$ cat src/rtl/rv32i_pkg.sv
// Shared RV32I load/store definitions.
//   - funct3 width/sign codes for loads and stores
//   - lsu_state_t: bus controller states
//   - LSU_TIMEOUT_DEFAULT: default bus wait limit in cycles
package rv32i_pkg;

   localparam logic [2:0] F3_B  = 3'b000;
   localparam logic [2:0] F3_H  = 3'b001;
   localparam logic [2:0] F3_W  = 3'b010;
   localparam logic [2:0] F3_BU = 3'b100;
   localparam logic [2:0] F3_HU = 3'b101;

   localparam int LSU_TIMEOUT_DEFAULT = 256;

   typedef enum logic [1:0] {
      IDLE  = 2'd0,
      REQ   = 2'd1,
      RWAIT = 2'd2,
      DONE  = 2'd3
   } lsu_state_t;

endpackage

$ cat src/rtl/lsu_bus_if.sv
// Word-bus between the load/store unit (master) and data memory (slave).
//   bus_req/bus_gnt      request handshake, request held until grant
//   bus_we               1 = write
//   bus_addr             word-aligned byte address
//   bus_wstrb/bus_wdata  byte enables and lane-positioned store data
//   bus_rvalid/bus_rdata read word return
interface lsu_bus_if #(
   parameter int ADDR_W = 32
);
   logic              bus_req;
   logic              bus_we;
   logic [ADDR_W-1:0] bus_addr;
   logic [3:0]        bus_wstrb;
   logic [31:0]       bus_wdata;
   logic              bus_gnt;
   logic              bus_rvalid;
   logic [31:0]       bus_rdata;

   modport master (
      output bus_req, bus_we, bus_addr, bus_wstrb, bus_wdata,
      input  bus_gnt, bus_rvalid, bus_rdata
   );

   modport slave (
      input  bus_req, bus_we, bus_addr, bus_wstrb, bus_wdata,
      output bus_gnt, bus_rvalid, bus_rdata
   );
endinterface

$ cat src/rtl/lsu_align.sv
// Combinational lane logic for the load/store unit.
//   funct3_i/is_store_i/off_i : current request, used for legality and store lanes
//   wdata_i                   : store data (rs2)
//   ld_funct3_i/ld_off_i      : captured funct3 and byte offset of the pending load
//   rdata_i                   : raw bus read word
//   bad_o                     : illegal funct3 or misaligned access
//   wstrb_o/wdata_o           : byte enables and replicated store data
//   rdata_o                   : extracted and extended load value
module lsu_align
   import rv32i_pkg::*;
(
   input  logic [2:0]  funct3_i,
   input  logic        is_store_i,
   input  logic [1:0]  off_i,
   input  logic [31:0] wdata_i,
   input  logic [2:0]  ld_funct3_i,
   input  logic [1:0]  ld_off_i,
   input  logic [31:0] rdata_i,
   output logic        bad_o,
   output logic [3:0]  wstrb_o,
   output logic [31:0] wdata_o,
   output logic [31:0] rdata_o
);

   logic [7:0]  byte_s;
   logic [15:0] half_s;

   // Legality and alignment of the current request
   always_comb begin
      bad_o = 1'b0;
      case (funct3_i)
         F3_B:          bad_o = 1'b0;
         F3_H, F3_HU:   bad_o = (is_store_i && (funct3_i == F3_HU)) || off_i[0];
         F3_W:          bad_o = (off_i != 2'b00);
         F3_BU:         bad_o = is_store_i;
         default:       bad_o = 1'b1;
      endcase
   end

   // Store strobes; data is replicated so every enabled lane carries the right bytes
   always_comb begin
      wstrb_o = 4'b1111;
      wdata_o = wdata_i;
      case (funct3_i)
         F3_B: begin
            wstrb_o = 4'b0001 << off_i;
            wdata_o = {4{wdata_i[7:0]}};
         end
         F3_H: begin
            wstrb_o = 4'b0011 << off_i;
            wdata_o = {2{wdata_i[15:0]}};
         end
         default: begin
            wstrb_o = 4'b1111;
            wdata_o = wdata_i;
         end
      endcase
   end

   assign byte_s = rdata_i[{ld_off_i, 3'b000} +: 8];
   assign half_s = rdata_i[{ld_off_i[1], 4'b0000} +: 16];

   // Load extraction and sign/zero extension
   always_comb begin
      rdata_o = rdata_i;
      case (ld_funct3_i)
         F3_B:    rdata_o = {{24{byte_s[7]}}, byte_s};
         F3_H:    rdata_o = {{16{half_s[15]}}, half_s};
         F3_BU:   rdata_o = {24'd0, byte_s};
         F3_HU:   rdata_o = {16'd0, half_s};
         default: rdata_o = rdata_i;
      endcase
   end

endmodule

$ cat src/rtl/lsu_bus_ctrl.sv
// Load/store bus controller: turns a core data-memory request into one
// handshaked word-bus transaction and stalls the core until it completes.
//   clk, rst_n             clock, asynchronous active-low reset
//   mem_read/mem_write     load / store request (both high = store)
//   funct3, addr, wdata    width code, byte address, store data
//   stall_o                hold PC/instruction (combinational)
//   rdata_o                formatted load data, held until the next load
//   misalign_o             one-cycle pulse, rejected access, no bus activity
//   bus_err_o              one-cycle pulse (in DONE) after a bus timeout
//   bus                    word-bus master port
module lsu_bus_ctrl
   import rv32i_pkg::*;
#(
   parameter int TIMEOUT_CYCLES = LSU_TIMEOUT_DEFAULT,
   parameter int ADDR_W         = 32
)(
   input  logic              clk,
   input  logic              rst_n,
   input  logic              mem_read,
   input  logic              mem_write,
   input  logic [2:0]        funct3,
   input  logic [ADDR_W-1:0] addr,
   input  logic [31:0]       wdata,
   output logic              stall_o,
   output logic [31:0]       rdata_o,
   output logic              misalign_o,
   output logic              bus_err_o,
   lsu_bus_if.master         bus
);

   localparam int CNT_W = $clog2(TIMEOUT_CYCLES) + 1;

   lsu_state_t        state_q, state_d;
   logic [CNT_W-1:0]  cnt_q, cnt_d;
   logic              bus_req_q, bus_req_d;
   logic              bus_we_q, bus_we_d;
   logic [ADDR_W-1:0] bus_addr_q, bus_addr_d;
   logic [3:0]        bus_wstrb_q, bus_wstrb_d;
   logic [31:0]       bus_wdata_q, bus_wdata_d;
   logic [31:0]       rdata_q, rdata_d;
   logic              bus_err_q, bus_err_d;
   logic [2:0]        f3_q, f3_d;
   logic [1:0]        off_q, off_d;

   logic              access_s;
   logic              bad_s;
   logic              stall_s;
   logic              misalign_s;
   logic              expire_s;
   logic [3:0]        wstrb_s;
   logic [31:0]       wlanes_s;
   logic [31:0]       rfmt_s;

   assign access_s = mem_read | mem_write;

   lsu_align u_align (
      .funct3_i    (funct3),
      .is_store_i  (mem_write),
      .off_i       (addr[1:0]),
      .wdata_i     (wdata),
      .ld_funct3_i (f3_q),
      .ld_off_i    (off_q),
      .rdata_i     (bus.bus_rdata),
      .bad_o       (bad_s),
      .wstrb_o     (wstrb_s),
      .wdata_o     (wlanes_s),
      .rdata_o     (rfmt_s)
   );

   // The wait counter reaches TIMEOUT_CYCLES-1 at the end of this cycle.
   assign expire_s = (cnt_q == CNT_W'(TIMEOUT_CYCLES - 2));

   // Next-state, counter and output computation
   always_comb begin
      state_d     = state_q;
      cnt_d       = cnt_q;
      bus_req_d   = 1'b0;
      bus_we_d    = bus_we_q;
      bus_addr_d  = bus_addr_q;
      bus_wstrb_d = bus_wstrb_q;
      bus_wdata_d = bus_wdata_q;
      rdata_d     = rdata_q;
      bus_err_d   = 1'b0;
      f3_d        = f3_q;
      off_d       = off_q;
      stall_s     = 1'b0;
      misalign_s  = 1'b0;
      case (state_q)
         IDLE: begin
            if (access_s && bad_s) begin
               misalign_s = 1'b1;
            end else if (access_s) begin
               stall_s     = 1'b1;
               bus_we_d    = mem_write;
               bus_addr_d  = {addr[ADDR_W-1:2], 2'b00};
               bus_wstrb_d = wstrb_s;
               bus_wdata_d = wlanes_s;
               f3_d        = funct3;
               off_d       = addr[1:0];
               cnt_d       = {CNT_W{1'b0}};
               bus_req_d   = 1'b1;
               state_d     = REQ;
            end else begin
               state_d = IDLE;
            end
         end
         REQ: begin
            stall_s = 1'b1;
            if (bus.bus_gnt && bus_we_q) begin
               state_d = DONE;
            end else if (bus.bus_gnt) begin
               cnt_d   = {CNT_W{1'b0}};
               state_d = RWAIT;
            end else if (expire_s) begin
               bus_err_d = 1'b1;
               state_d   = DONE;
               if (!bus_we_q) begin
                  rdata_d = 32'd0;
               end else begin
                  rdata_d = rdata_q;
               end
            end else begin
               bus_req_d = 1'b1;
               cnt_d     = cnt_q + CNT_W'(1);
            end
         end
         RWAIT: begin
            stall_s = 1'b1;
            if (bus.bus_rvalid) begin
               rdata_d = rfmt_s;
               state_d = DONE;
            end else if (expire_s) begin
               bus_err_d = 1'b1;
               rdata_d   = 32'd0;
               state_d   = DONE;
            end else begin
               cnt_d = cnt_q + CNT_W'(1);
            end
         end
         DONE: begin
            state_d = IDLE;
         end
         default: begin
            state_d = IDLE;
         end
      endcase
   end

   // State and registered outputs
   always_ff @(posedge clk or negedge rst_n) begin
      if (!rst_n) begin
         state_q     <= IDLE;
         cnt_q       <= {CNT_W{1'b0}};
         bus_req_q   <= 1'b0;
         bus_we_q    <= 1'b0;
         bus_addr_q  <= {ADDR_W{1'b0}};
         bus_wstrb_q <= 4'd0;
         bus_wdata_q <= 32'd0;
         rdata_q     <= 32'd0;
         bus_err_q   <= 1'b0;
         f3_q        <= 3'd0;
         off_q       <= 2'd0;
      end else begin
         state_q     <= state_d;
         cnt_q       <= cnt_d;
         bus_req_q   <= bus_req_d;
         bus_we_q    <= bus_we_d;
         bus_addr_q  <= bus_addr_d;
         bus_wstrb_q <= bus_wstrb_d;
         bus_wdata_q <= bus_wdata_d;
         rdata_q     <= rdata_d;
         bus_err_q   <= bus_err_d;
         f3_q        <= f3_d;
         off_q       <= off_d;
      end
   end

   // The combinational responses are masked so reset always presents a quiet unit.
   assign stall_o        = stall_s & rst_n;
   assign misalign_o     = misalign_s & rst_n;
   assign rdata_o        = rdata_q;
   assign bus_err_o      = bus_err_q;
   assign bus.bus_req    = bus_req_q;
   assign bus.bus_we     = bus_we_q;
   assign bus.bus_addr   = bus_addr_q;
   assign bus.bus_wstrb  = bus_wstrb_q;
   assign bus.bus_wdata  = bus_wdata_q;

endmodule

$ cat src/flat_wrapper.sv
// flat-port wrapper written by rule: the top's interface ports become plain ports
module lsu_bus_ctrl_flat import rv32i_pkg::*;
#(
   parameter int TIMEOUT_CYCLES = LSU_TIMEOUT_DEFAULT,
   parameter int ADDR_W         = 32
)
  (clk, rst_n, mem_read, mem_write, funct3, addr, wdata, stall_o, rdata_o, misalign_o, bus_err_o, bus_bus_req, bus_bus_we, bus_bus_addr, bus_bus_wstrb, bus_bus_wdata, bus_bus_gnt, bus_bus_rvalid, bus_bus_rdata);
  lsu_bus_if #(.ADDR_W(ADDR_W)) bus_i ();
  input  logic clk;
  input  logic rst_n;
  input  logic mem_read;
  input  logic mem_write;
  input  logic [2:0] funct3;
  input  logic [ADDR_W-1:0] addr;
  input  logic [31:0] wdata;
  output logic stall_o;
  output logic [31:0] rdata_o;
  output logic misalign_o;
  output logic bus_err_o;
  output wire logic [$bits(bus_i.bus_req)-1:0] bus_bus_req;
  output wire logic [$bits(bus_i.bus_we)-1:0] bus_bus_we;
  output wire logic [$bits(bus_i.bus_addr)-1:0] bus_bus_addr;
  output wire logic [$bits(bus_i.bus_wstrb)-1:0] bus_bus_wstrb;
  output wire logic [$bits(bus_i.bus_wdata)-1:0] bus_bus_wdata;
  input wire logic [$bits(bus_i.bus_gnt)-1:0] bus_bus_gnt;
  input wire logic [$bits(bus_i.bus_rvalid)-1:0] bus_bus_rvalid;
  input wire logic [$bits(bus_i.bus_rdata)-1:0] bus_bus_rdata;
  assign bus_bus_req = bus_i.bus_req;
  assign bus_bus_we = bus_i.bus_we;
  assign bus_bus_addr = bus_i.bus_addr;
  assign bus_bus_wstrb = bus_i.bus_wstrb;
  assign bus_bus_wdata = bus_i.bus_wdata;
  assign bus_i.bus_gnt = bus_bus_gnt;
  assign bus_i.bus_rvalid = bus_bus_rvalid;
  assign bus_i.bus_rdata = bus_bus_rdata;
  lsu_bus_ctrl #(.TIMEOUT_CYCLES(TIMEOUT_CYCLES), .ADDR_W(ADDR_W)) u_core (.clk(clk), .rst_n(rst_n), .mem_read(mem_read), .mem_write(mem_write), .funct3(funct3), .addr(addr), .wdata(wdata), .stall_o(stall_o), .rdata_o(rdata_o), .misalign_o(misalign_o), .bus_err_o(bus_err_o), .bus(bus_i));
endmodule
$ cat config.mk
export PLATFORM = sky130hd
export DESIGN_NAME = lsu_bus_ctrl_flat
export DESIGN_NICKNAME = d
export VERILOG_FILES = /design/src/rtl/rv32i_pkg.sv /design/src/rtl/lsu_bus_if.sv /design/src/rtl/lsu_align.sv /design/src/rtl/lsu_bus_ctrl.sv /design/src/flat_wrapper.sv
export SDC_FILE = /design/constraint.sdc
export NUM_CORES = 1
export LEC_CHECK = 0
export ABC_AREA = 0
export CORE_ASPECT_RATIO = 0.7
export CORE_MARGIN = 2
export CORE_UTILIZATION = 47
export CTS_CLUSTER_DIAMETER = 50
export DETAILED_ROUTE_END_ITERATION = 6
export HOLD_SLACK_MARGIN = 0.02
export PLACE_DENSITY_LB_ADDON = 0.25
export SLEW_MARGIN = 30
export SYNTH_ARGS = -nofsm -noshare
export SYNTH_HDL_FRONTEND = slang
export SYNTH_HIERARCHICAL = 1
export SYNTH_SLANG_ARGS = --single-unit
$ cat constraint.sdc
create_clock -name clk -period 2.75 [get_ports clk]
set_clock_uncertainty 0.15 [all_clocks]
set_input_delay 0.275 -clock clk [delete_from_list [all_inputs] [get_ports clk]]
set_output_delay 0.275 -clock clk [all_outputs]
set_load 0.005 [all_outputs]
# Word-level counts from Yosys, hierarchy flattened
# Index checks and enable logic that the tools add are counted.
[word_totals] n_memories=0 ff_bits=117 latchBits=0 elab_cells=93 mem_bits_rw=0 mem_bits_ro=0
[classes] n_lt_le_gt_ge=0 add_sub_neg=1 muxes=39 multipliers=0 div=0 n_reduce_logical=15 bitwise_logic=4 shift=4 n_eq_ne=19
[ops] cell="2-to-1 mux 32 bit" count=6
[ops] cell="case mux 32 bit (2 select lines)" count=2
[ops] cell="case mux 32 bit (4 select lines)" count=1
[ops] cell="2-to-1 mux 9 bit" count=6
[ops] cell="variable part select 32 x 6 -> 16 bit" count=1
[ops] cell="variable part select 32 x 6 -> 8 bit" count=1
[ops] cell="case mux 9 bit (3 select lines)" count=1
[ops] cell="equality test 3 bit (second input constant)" count=4
[ops] cell="2-to-1 mux 1 bit" count=12
[ops] cell="2-to-1 mux 2 bit" count=5
[ops] cell="inequality test 2 bit (second input constant)" count=5
[ops] cell="adder 9 x 1 -> 9 bit (second input constant)" count=1
[ops] cell="equality test 9 x 8 -> 1 bit (second input constant)" count=1
[ops] cell="case mux 2 bit (4 select lines)" count=1
[ops] cell="case mux 4 bit (2 select lines)" count=1
[ops] cell="equality test 3 x 1 -> 1 bit (second input constant)" count=2
[ops] cell="logical NOT 3 bit" count=2
[ops] cell="case mux 1 bit (2 select lines)" count=3
[ops] cell="AND reduction 6 bit" count=1
[ops] cell="AND reduction 5 bit" count=1
[ops] cell="equality test 2 bit (second input constant)" count=2
[ops] cell="inequality test 2 x 1 -> 1 bit (second input constant)" count=2
[ops] cell="case mux 1 bit (4 select lines)" count=1
[ops] cell="nonzero test 2 bit" count=2
[ops] cell="14 further kinds" count=18

# Depth between registers and ports, before layout
[depth] depth_word=8 depth_mapped=9 ltp_nobuf=6

# Hierarchy
# The synthesis kept the hierarchy.
[by_module_without_submodules] mod="lsu_bus_ctrl" seq_area_each_um2=2927.8 area_per_inst_um2=5089.9 cells_per_inst=355 n_inst=1
[by_module_without_submodules] mod="lsu_align" seq_area_each_um2=0.0 area_per_inst_um2=1353.8 cells_per_inst=187 n_inst=1

# Least setup slack after synthesis
# OpenSTA, ideal clock, no wires.
[synth_path] path_type="input -> register" from="input port funct3[0]" to="register u_core.cnt_q[4]" t_required_ps=2522 arrival_ps=2117 path_slack_ps=405 stages=8 path_cell_list="clkbuf_1 buf_2 a221oi_1 a21oi_1 o21bai_1 a211o_1 or4_1 a21oi_1"
[synth_between] elab_chain_len=7 elab_cells_between_ends=12 cone_classes="5 x eq/ne; 1 x mux; 6 x reduce/logical"
[synth_rtl] element="start: declaration" line_no="flat_wrapper.sv:13" rtl="input logic [2:0] funct3;"
[synth_rtl] element="equality test 3 bit" line_no="lsu_align.sv:31, lsu_align.sv:33"
[synth_rtl] element="logical AND 1 bit" line_no="lsu_align.sv:33" rtl="F3_H, F3_HU: bad_o = (is_store_i && (funct3_i == F3_HU)) || off_i[0];"
[synth_rtl] element="logical OR 1 bit" line_no="lsu_align.sv:33"
[synth_rtl] element="case mux 1 bit (4 select lines) (*)" line_no="lsu_align.sv:31" rtl="case (funct3_i)"
[synth_rtl] element="net u_core.bad_s" line_no="lsu_bus_ctrl.sv:46" rtl="logic bad_s;"
[synth_rtl] element="logical AND 1 bit (*)" line_no="lsu_bus_ctrl.sv:90" rtl="if (access_s && bad_s) begin"
[synth_rtl] element="inequality test 2 bit (no source line) (*)"
[synth_rtl] element="AND reduction 5 bit (no source line) (*)"
[synth_rtl] element="end signal: assignment" line_no="lsu_bus_ctrl.sv:153" rtl="cnt_q <= {CNT_W{1'b0}};"
[synth_rtl] element="end signal: assignment" line_no="lsu_bus_ctrl.sv:165" rtl="cnt_q <= cnt_d;"
[synth_rtl] element="end: declaration" line_no="lsu_bus_ctrl.sv:34" rtl="logic [CNT_W-1:0] cnt_q, cnt_d;"
# Mark *: on every way through the listed nets, which the timed path passes. The rest lies on a longest branch.
# A chain may end at the register's enable or synchronous reset.

# Final worst setup path
[layout_path] from="register u_core.state_q[0]" to="output port stall_o"
[layout_between] elab_chain_len=4 elab_cells_between_ends=6 cone_classes="2 x eq/ne; 1 x mux; 1 x bitwise; 2 x reduce/logical"
[layout_rtl] element="start: declaration" line_no="lsu_bus_ctrl.sv:33" rtl="lsu_state_t state_q, state_d;"
[layout_rtl] element="start signal: assignment" line_no="lsu_bus_ctrl.sv:164" rtl="state_q <= state_d;"
[layout_rtl] element="equality test 2 x 1 -> 1 bit or equality test 2 bit (tied branches)" line_no="lsu_bus_ctrl.sv:88" rtl="case (state_q)"
[layout_rtl] element="OR reduction 2 bit (no source line)"
[layout_rtl] element="case mux 1 bit (2 select lines) (*)" line_no="lsu_bus_ctrl.sv:88"
[layout_rtl] element="bitwise AND 1 bit (*)" line_no="lsu_bus_ctrl.sv:179" rtl="assign stall_o = stall_s & rst_n;"
[layout_rtl] element="end: declaration" line_no="flat_wrapper.sv:16" rtl="output logic stall_o;"
# Every way passes the cells marked *; elsewhere a longest branch is shown, timed or not.

==> reports/metrics.cfg <==
[clock_tree]
clkSinkCount = 117
clock_latency_ps = 400
cts_root_buffer = clkbuf_16
clockBufferDepth = 2
cts.reportedPaths.clkPinSlew_ps = 60
htree_levels = 4
cts_made_buffers = 17
cts_tree = yes
post-cts-setup-buffers = 0

[detailed_routing]
firstDrtPassIters = 6
wl_per_cell_um = 19.5
vias = 5378
routed_wirelength_um = 18500
wl_met1_um = 7870
drt-initial-drc-count = 481
viasPerCell = 5.68
wl_met2_um = 8700
met3_length_um = 1430
drcViolationCount = 0
ant_nets = 0
highest_layer = met4

[place]
gp_congestion = 0.938
place_ws_ps = -99.8
io_buffers = 207
dp_hpwl_um = 13200

[sta]
slew_headroom_pct = 55.5
setup_viol = 0
finalHoldViolCount = 0
period_share_pct = 92.4
drv_slew = 0
rsz0062_at_grt = false
worstMarginPinSlew_ps = 667
fin_ws_ps = 210
fin_crit_ps = 2540
max_freq_ghz = 0.394

[critical_path]
worstPathArrival_ps = 2110
cp_cell_sequence = inv_1, ha_2, o21ai_0, buf_4, nor2_4, nor2_1, nor3_1, dlygate4sd2_1
startpoint_type = flop
cp_max_fo = 5
worstPathRequired_ps = 2330
cpMaxStageDelayCell = dfrtp_1
critical_path.max_stage_delay_ps = 440
reg2reg_depth = 7
end_kind = primary output
crit_type = reg -> out

[yosys]
seq_area_frac_synth_pct = 45.4
synth-seq-cells = 117
yosysTopAreaCell = dfrtp_1
syn_area_per_cell_sq_um = 11.9
yosysMostFrequentCell = dfrtp_1
ys.flop_type = dfrtp_1
synthesis.area_sq_um = 6440
netlist_top_cells_area = dfrtp_1 45%, mux2_2 16%, mux2_4 7.2%, and3_1 3.2%, mux2i_1 2.6%
postSynthCellCount = 542
synth-edff-count = 0
async_reset_ff_share_pct = 100
ys_types = 55
synth_top_area_share_pct = 45.4
yosys_warnings = 6
yosys-top-cells-count = 117 x dfrtp_1, 90 x mux2_2, 33 x and3_1, 31 x mux2_4, 29 x nand2_1

[power]
p_int_w = 0.00630
power.density_nw_per_um2 = 1000
leakage_nw = 4.11
seqPwrFrac_pct = 30.7
p_switching_w = 0.00301
p_comb_share_pct = 44.3
vdd.ir_drop.worst_uv = 547
pwr-share-clk_pct = 25.0
swShare_pct = 32.3

[die]
rows = 35
dieArea_sq_um = 14700
core_area_sq_um = 13300
start_util_pct = 48.6
die_y_um = 102
die_x_um = 144
ios = 210

[global_route]
grt_usage_pct = 25.3
antenna_found_initial = 1
overflow = 0
grt_pass1_vias = 5520
grt_max_degree = 118
grt_first_pass_wirelength_um = 28700

[job]
maxCapViolCount = 0

[status]
outcome = completed

[layout]
drive_gt1_share_pct = 25.9
diodes = 0
n_fill_cell = 971
fin_util_pct = 70.2
fin_nets = 859
area_delta_synth_final_pct = 44.5

[min_path]
worstHoldPathType = in -> reg
whs_path_depth = 2

-- flip-flops by register name (all words and copies together) (netlist names) --
signal                count
u_core/bus.bus_wdata     32
u_core/rdata_o           32
u_core/bus.bus_addr      30
u_core/cnt_q              9
u_core/bus.bus_wstrb      4
u_core/f3_q               3
u_core/off_q              2
u_core/state_q            2
u_core/bus.bus_req        1
u_core/bus.bus_we         1
u_core/bus_err_o          1
-- worst max-delay path, delay by kind of cell, from the launching register on --
kind | cells | cell delay, ps
AO/OA/AOI/OAI | 1 | 150
adder cells (fa/ha/maj) | 1 | 230
buffers and inverters | 3 | 580
flip-flops | 1 | 440
AND/OR/NAND/NOR | 3 | 310
-- layout make-up --
| class | instances | area, sq um | share of cell area, % |
|---|---|---|---|
| multi-input cells | 370 | 3190 | 34.3 |
| flip-flops and latches | 117 | 2930 | 31.4 |
| repair buffers | 234 | 2310 | 24.8 |
| clock buffers | 17 | 425 | 4.57 |
| well taps | 185 | 231 | 2.49 |
| clock inverters | 15 | 194 | 2.08 |
| inverters | 8 | 30.0 | 0.322 |
-- power by group through the flow --
| stage | Sequential, W | Combinational (W) | Clock (W) |
|---|---|---|---|
| 6_report | 0.00286 | 0.00413 | 0.00233 |
| 3_3_place_gp | 0.00282 | 0.00401 | 0 |
| 4_1_cts | 0.00287 | 0.00411 | 0.00238 |
| 3_5_place_dp | 0.00288 | 0.00409 | 0 |
| 2_1_floorplan | 0.00284 | 0.00212 | 0 |
| 5_1_grt | 0.00294 | 0.00441 | 0.00245 |
-- through the flow --
step	total power (W)	hold WS [ps]	cells	cell area, sq um	TNS (ps)
after detailed placement	0.00697	344	913	8680	-306
after global routing	0.00981	315	946	9310	0
after floorplan	0.00496	-171	543	6450	0
after CTS	0.00936	320	946	9310	0
final	0.00931	333	946	9310	0
after global placement	0.00683	339	913	8680	0
-- worst paths after layout --
check,start,end,slack (ps)
max reg2reg,u_core/state_q[1]$_DFFE_PN0P_,u_core/cnt_q[6]$_DFFE_PN0P_,310
max,u_core/state_q[0]$_DFFE_PN0P_,stall_o,210
min in group asynchronous,rst_n,u_core/bus.bus_wdata[1]$_DFFE_PN0P_,420
max in group asynchronous,rst_n,u_core/bus.bus_addr[15]$_DFFE_PN0P_,1580
min,addr[4],u_core/bus.bus_addr[4]$_DFFE_PN0P_,330
min reg2reg,u_core/bus.bus_addr[17]$_DFFE_PN0P_,u_core/bus.bus_addr[17]$_DFFE_PN0P_,350
-- timing repair --
action                     4_1_cts  5_1_grt
resized for setup                3        1
hold endpoints to repair       117        0
setup endpoints to repair        2        1
hold buffers                     1        0
-- cells by family (layout without fill, tap and decap cells) --
logic type | after synthesis | count (layout) | share of synthesized area (%)
AO/OA/AOI/OAI | 82 | 82 | 9.05
multiplexers | 139 | 139 | 25.9
AND/OR/NAND/NOR | 141 | 141 | 13.0
adder cells (fa/ha/maj) | 6 | 6 | 1.17
flip-flops | 117 | 117 | 45.4
other | 1 | 2 | 0.0582
buffers and inverters | 56 | 274 | 5.32
-- cell usage in the layout (no fill, tap or decap), drive strengths merged, types with 2 or more instances in the layout --
master,Yosys,routed
nand4b,2,2
a22oi,16,16
nor2,18,18
o41ai,2,2
conb,1,2
o31ai,5,5
a21oi,19,19
or3,3,3
nand4,9,9
or4,4,4
nor3,11,11
dfrtp,117,117
o22ai,3,3
a31oi,2,2
nand3b,8,8
bufinv,0,3
nor2b,3,3
inv,8,14
nand2,30,30
nor3b,2,2
clkinv,0,6
nand3,11,11
clkbuf,11,17
o21ai,11,11
and3,33,33
ha,6,6
mux2i,17,17
a211oi,14,14
clkdlybuf4s50,0,204
buf,37,27
mux2,121,121
-- metal layers --
metal	up-vias	track usage (%)
met4	0	9.13
met1	2688	32.8
met3	45	7.92
met2	241	40.5
met5	-	0
li1	2404	-
(Power assumes the default switching activity.)
